==> src/rtl/keypad_scan_controller.sv <==
// keypad_scan_controller
// Row-scanning controller for a 4x4 active-low matrix keypad. Drives one row
// low at a time, samples the columns after a settle dwell, debounces press and
// release with a shared counter, and emits one key_valid pulse per press.
// While a key is held the row is frozen on it and every other key is locked out.

module keypad_scan_controller #(
    parameter int SETTLE_CYCLES   = 2,
    parameter int DEBOUNCE_CYCLES = 48
) (
    input  logic       clk,
    input  logic       reset,
    input  logic [3:0] cols,
    output logic [3:0] rows,
    output logic [3:0] key_code,
    output logic       key_valid,
    output logic       key_held
);

    localparam int MAX_CYCLES = (SETTLE_CYCLES > DEBOUNCE_CYCLES) ? SETTLE_CYCLES : DEBOUNCE_CYCLES;
    localparam int CW         = $clog2(MAX_CYCLES) + 1;

    localparam logic [CW-1:0] SETTLE_LAST   = CW'(SETTLE_CYCLES - 1);
    localparam logic [CW-1:0] DEBOUNCE_LAST = CW'(DEBOUNCE_CYCLES - 1);
    localparam logic [CW-1:0] CNT_ZERO      = CW'(0);
    localparam logic [CW-1:0] CNT_ONE       = CW'(1);

    typedef enum logic [1:0] {
        SCAN       = 2'd0,
        DB_PRESS   = 2'd1,
        HELD       = 2'd2,
        DB_RELEASE = 2'd3
    } state_t;

    state_t        state_q, state_d;
    logic [1:0]    r_q, r_d;
    logic [1:0]    c_q, c_d;
    logic [CW-1:0] cnt_q, cnt_d;
    logic [3:0]    rows_q, rows_d;
    logic [3:0]    key_code_q, key_code_d;
    logic          key_valid_q, key_valid_d;
    logic          key_held_q, key_held_d;
    logic [2:0]    col_hit_s;

    // Single-low-column decode: {valid, index}. Zero or several lows (ghosting) give valid=0.
    function automatic logic [2:0] decode_col(input logic [3:0] c);
        logic [2:0] res;
        case (c)
            4'b1110: res = 3'b100;
            4'b1101: res = 3'b101;
            4'b1011: res = 3'b110;
            4'b0111: res = 3'b111;
            default: res = 3'b000;
        endcase
        return res;
    endfunction

    // Key legend for (row, col); col 0 is the leftmost column.
    function automatic logic [3:0] key_map(input logic [1:0] row, input logic [1:0] col);
        logic [3:0] code;
        case ({row, col})
            4'd0:    code = 4'h1;
            4'd1:    code = 4'h2;
            4'd2:    code = 4'h3;
            4'd3:    code = 4'hA;
            4'd4:    code = 4'h4;
            4'd5:    code = 4'h5;
            4'd6:    code = 4'h6;
            4'd7:    code = 4'hB;
            4'd8:    code = 4'h7;
            4'd9:    code = 4'h8;
            4'd10:   code = 4'h9;
            4'd11:   code = 4'hC;
            4'd12:   code = 4'hE;
            4'd13:   code = 4'h0;
            4'd14:   code = 4'hF;
            4'd15:   code = 4'hD;
            default: code = 4'h0;
        endcase
        return code;
    endfunction

    // Next-state logic for the scan/debounce FSM and its registered outputs.
    always_comb begin
        state_d     = state_q;
        r_d         = r_q;
        c_d         = c_q;
        cnt_d       = cnt_q;
        key_code_d  = key_code_q;
        key_valid_d = 1'b0;
        col_hit_s   = decode_col(cols);

        case (state_q)
            SCAN: begin
                if (cnt_q == SETTLE_LAST) begin
                    if (col_hit_s[2]) begin
                        c_d     = col_hit_s[1:0];
                        cnt_d   = CNT_ZERO;
                        state_d = DB_PRESS;
                    end else begin
                        r_d   = r_q + 2'd1;
                        cnt_d = CNT_ZERO;
                    end
                end else begin
                    cnt_d = cnt_q + CNT_ONE;
                end
            end
            DB_PRESS: begin
                if (cols[c_q]) begin
                    // Column bounced back high before the debounce window closed.
                    r_d     = r_q + 2'd1;
                    cnt_d   = CNT_ZERO;
                    state_d = SCAN;
                end else if (cnt_q == DEBOUNCE_LAST) begin
                    key_valid_d = 1'b1;
                    key_code_d  = key_map(r_q, c_q);
                    cnt_d       = CNT_ZERO;
                    state_d     = HELD;
                end else begin
                    cnt_d = cnt_q + CNT_ONE;
                end
            end
            HELD: begin
                if (cols[c_q]) begin
                    cnt_d   = CNT_ZERO;
                    state_d = DB_RELEASE;
                end else begin
                    cnt_d = CNT_ZERO;
                end
            end
            DB_RELEASE: begin
                if (!cols[c_q]) begin
                    // Release bounce: the key is still considered held.
                    cnt_d   = CNT_ZERO;
                    state_d = HELD;
                end else if (cnt_q == DEBOUNCE_LAST) begin
                    r_d     = r_q + 2'd1;
                    cnt_d   = CNT_ZERO;
                    state_d = SCAN;
                end else begin
                    cnt_d = cnt_q + CNT_ONE;
                end
            end
            default: begin
                state_d = SCAN;
                r_d     = 2'd0;
                cnt_d   = CNT_ZERO;
            end
        endcase

        rows_d     = ~(4'b0001 << r_d);
        key_held_d = (state_d == HELD) || (state_d == DB_RELEASE);
    end

    // State and output registers with synchronous reset.
    always_ff @(posedge clk) begin
        if (reset) begin
            state_q     <= SCAN;
            r_q         <= 2'd0;
            c_q         <= 2'd0;
            cnt_q       <= CNT_ZERO;
            rows_q      <= 4'b1110;
            key_code_q  <= 4'h0;
            key_valid_q <= 1'b0;
            key_held_q  <= 1'b0;
        end else begin
            state_q     <= state_d;
            r_q         <= r_d;
            c_q         <= c_d;
            cnt_q       <= cnt_d;
            rows_q      <= rows_d;
            key_code_q  <= key_code_d;
            key_valid_q <= key_valid_d;
            key_held_q  <= key_held_d;
        end
    end

    assign rows      = rows_q;
    assign key_code  = key_code_q;
    assign key_valid = key_valid_q;
    assign key_held  = key_held_q;

endmodule

==> config.mk <==
export PLATFORM = sky130hd
export DESIGN_NAME = keypad_scan_controller
export DESIGN_NICKNAME = d
export VERILOG_FILES = /design/src/rtl/keypad_scan_controller.sv
export SDC_FILE = /design/constraint.sdc
export NUM_CORES = 1
export LEC_CHECK = 0
export BUFFER_PORTS_ARGS = -buffer_cell sky130_fd_sc_hd__buf_2
export CAP_MARGIN = 20
export CELL_PAD_IN_SITES_DETAIL_PLACEMENT = 0
export CELL_PAD_IN_SITES_GLOBAL_PLACEMENT = 1
export CORE_ASPECT_RATIO = 0.5
export CORE_MARGIN = 2
export CORE_UTILIZATION = 40
export CTS_BUF_LIST = sky130_fd_sc_hd__clkbuf_8
export DETAILED_ROUTE_END_ITERATION = 6
export PLACE_DENSITY_LB_ADDON = 0.15
export SYNTH_ARGS = -nofsm -noshare
export SYNTH_HDL_FRONTEND = slang
export SYNTH_SLANG_ARGS = --single-unit
==> constraint.sdc <==
create_clock -name clk -period 3.4 [get_ports clk]
set_input_delay 0.85 -clock clk [delete_from_list [all_inputs] [get_ports clk]]
set_output_delay 0.85 -clock clk [all_outputs]
set_load 0.005 [all_outputs]
==> qor.yml <==
clock_tree:
  ctsLongestPathBuffers: 2
  root_buffer: "clkbuf_8"
  postCtsHoldBufs: 0
  cts_buffers: 3
  cts_tree: "built"
  cts_resized: 0
  insertion_delay_ps: 270
  cts.clk_slew.worst_paths_ps: 80
  cts.sinks: 22
  cts_setup_buffers: 0
  ctsHtreeMaxLevel: 1
worst_setup_path:
  cp-startpoint: "cols[3]"
  critPathKind: "input port to register"
  r2r_setup_slack_ps: 1360
  path_max_fanout: 7
  cp.arrival_ps: 2370
  r2r_cells: 4
  cp.required_ps: 3570
  start_kind: "input port"
  reg2reg_to: "r_q[1]"
  endpoint: "r_q[1]"
  critPathCaptureType: "register"
  timing.rr.start: "c_q[0]"
cells_and_area:
  drive_gt1_share_pct: 19.9
  utilization_pct: 49.9
  final_common_cell: "dfxtp_1"
  nNetsFinal: 154
  instances_no_fill: 178
  areaGrowthSynthToFinish_pct: 14.7
  layout_common_cells: "22 x dfxtp_1, 21 x nor2_1, 15 x buf_2, 11 x nand3_1"
  diodes: 0
  final_area_um2: 1340
route:
  wl_um: 2110
  drt_iter0_markers: 36
  wire_per_inst_um: 11.9
  vias: 929
  drc: 0
  dr.pass1.iters: 4
  ant_nets: 0
  vias_per_cell: 5.22
synthesis:
  ys_warn_count: 0
  ys_types: 41
  synth_edf_count: 0
  async_reset_ff_share_pct: 0
  ys_ff_latch: 22
  syn_inst: 127
  ys_seq_area_share_pct: 37.7
  synth_area_um2: 1170
  synthFlopType: "dfxtp_1"
  syn-num-nets: 139
  syn_avg_cell_area_um2: 9.20
sta:
  relSlewSlack_pct: 65.9
  hold_viol_final: 0
  setup_viol: 0
  rsz0062_at_grt: "false"
  slew_viol_final: 0
  tightest_slew_ps: 504
  setup_ws_ps: 1190
  period_needed_ps: 2210
  finalCritPeriodShare_pct: 64.9
  fmax_mhz: 453
  fin_setup_tns_ps: 0
  finClkSkew_ps: 8.50
placed_design:
  pre_cts_ws_ps: 911
  detailed_place_hpwl_um: 1580
  placed_cell_area_um2: 1270
  dp_cells: 174
  io_buffer_count: 15
  gp_congestion: 0.791
flow_run:
  drv_cap: 0
global_routing:
  grt_max_degree: 18
  first_global_vias: 831
  antenna_found_initial: 0
  grt_pass1_wl_um: 3680
  grt_overflow: 0
  grt_use_total_pct: 14.4
floorplanning:
  initial_core_util_pct: 43.5
  die_w_um: 80.4
  rows: 13
  ios: 16
  chipHeight_um: 42.2
  core_area_um2: 2680
  dieArea_um2: 3400
hold_path:
  hold_class: "register to register"
  hold_depth: 1
pwr:
  power_density_nw_per_um2: 520
  max-vdd-ir-drop_v: 0.000230
  power_leakage_nw: 0.510
run_status:
  status: "finished, final reports clean"
==> routing by layer <==
| metal | GRT usage (%) | wire, um |
|---|---|---|
| met5 | 0 | 0 |
| met4 | 5.08 | 25 |
| met3 | 5.82 | 97 |
| met2 | 22.0 | 912 |
| met1 | 18.4 | 1080 |
==> power by group <==
part           total, W  switching (W)  internal [W]  leakage, nW
combinational  0.000139      0.0000676     0.0000710        0.296
clock          0.000246      0.0000885      0.000157       0.0357
sequential     0.000312      0.0000290      0.000283        0.178
==> worst max-delay path, stage by stage <==
cell and delay, ps:
buf_2 130, mux4_2 580, and3_4 240, o21ai_2 210, mux2_2 360
==> logic make-up after synthesis <==
group / share of synthesized area [%]
compound gates: 11.0
xor+xnor: 6.00
flops: 37.7
buf+inv: 3.43
mux: 9.21
fa+ha+maj: 6.42
simple gates: 26.2
==> through the flow <==
stage / total power [W] / hold WS [ps]
6_report: 0.000696 / 467
2_1_floorplan: 0.000423 / 430
3_3_place_gp: 0.000457 / 444
5_1_grt: 0.000742 / 509
4_1_cts: 0.000707 / 471
3_5_place_dp: 0.000458 / 454
==> cell type report <==
type,instances,area (um2)
sequential,22,440
tap,37,46.3
multi-input combinational,95,688
clock inverter,1,30.0
clock buffer,3,41.3
timing repair buffer,15,75.1
inverter,5,18.8
fill,264,1340
==> cells in the mapped netlist, drive strengths merged (2+ instances only) <==
cell	instances	area share (%)
clkbuf	3	0.96
a22oi	2	1.3
a211oi	3	1.9
nand2	2	0.64
buf	2	0.86
nand3	11	4.7
o21ai	4	2.0
nor3	3	2.2
dfxtp	22	38
nor4	2	1.1
nor4b	2	1.5
nor2	21	6.7
inv	5	1.6
mux2i	4	3.4
mux2	2	1.9
xnor2	2	1.5
and3	5	3.2
xor2	6	4.5
ha	6	6.4
a21oi	2	0.86
mux4	2	3.9
==> sequential cells by signal (all words and copies together), names as in the netlist, named ones only <==
name and cells:
cnt_q 7, key_code 4, rows 4, c_q 2, r_q 2, key_valid 1
==> worst min path at each step <==
stage              from        to  slack [ps]
5_1_grt        cnt_q[0]  cnt_q[0]         510
3_3_place_gp   cnt_q[0]  cnt_q[0]         440
4_1_cts        cnt_q[0]  cnt_q[0]         470
2_1_floorplan  cnt_q[0]  cnt_q[0]         430
3_5_place_dp   cnt_q[0]  cnt_q[0]         450
6_report       cnt_q[0]  cnt_q[0]         470
(Power assumes the default switching activity.)
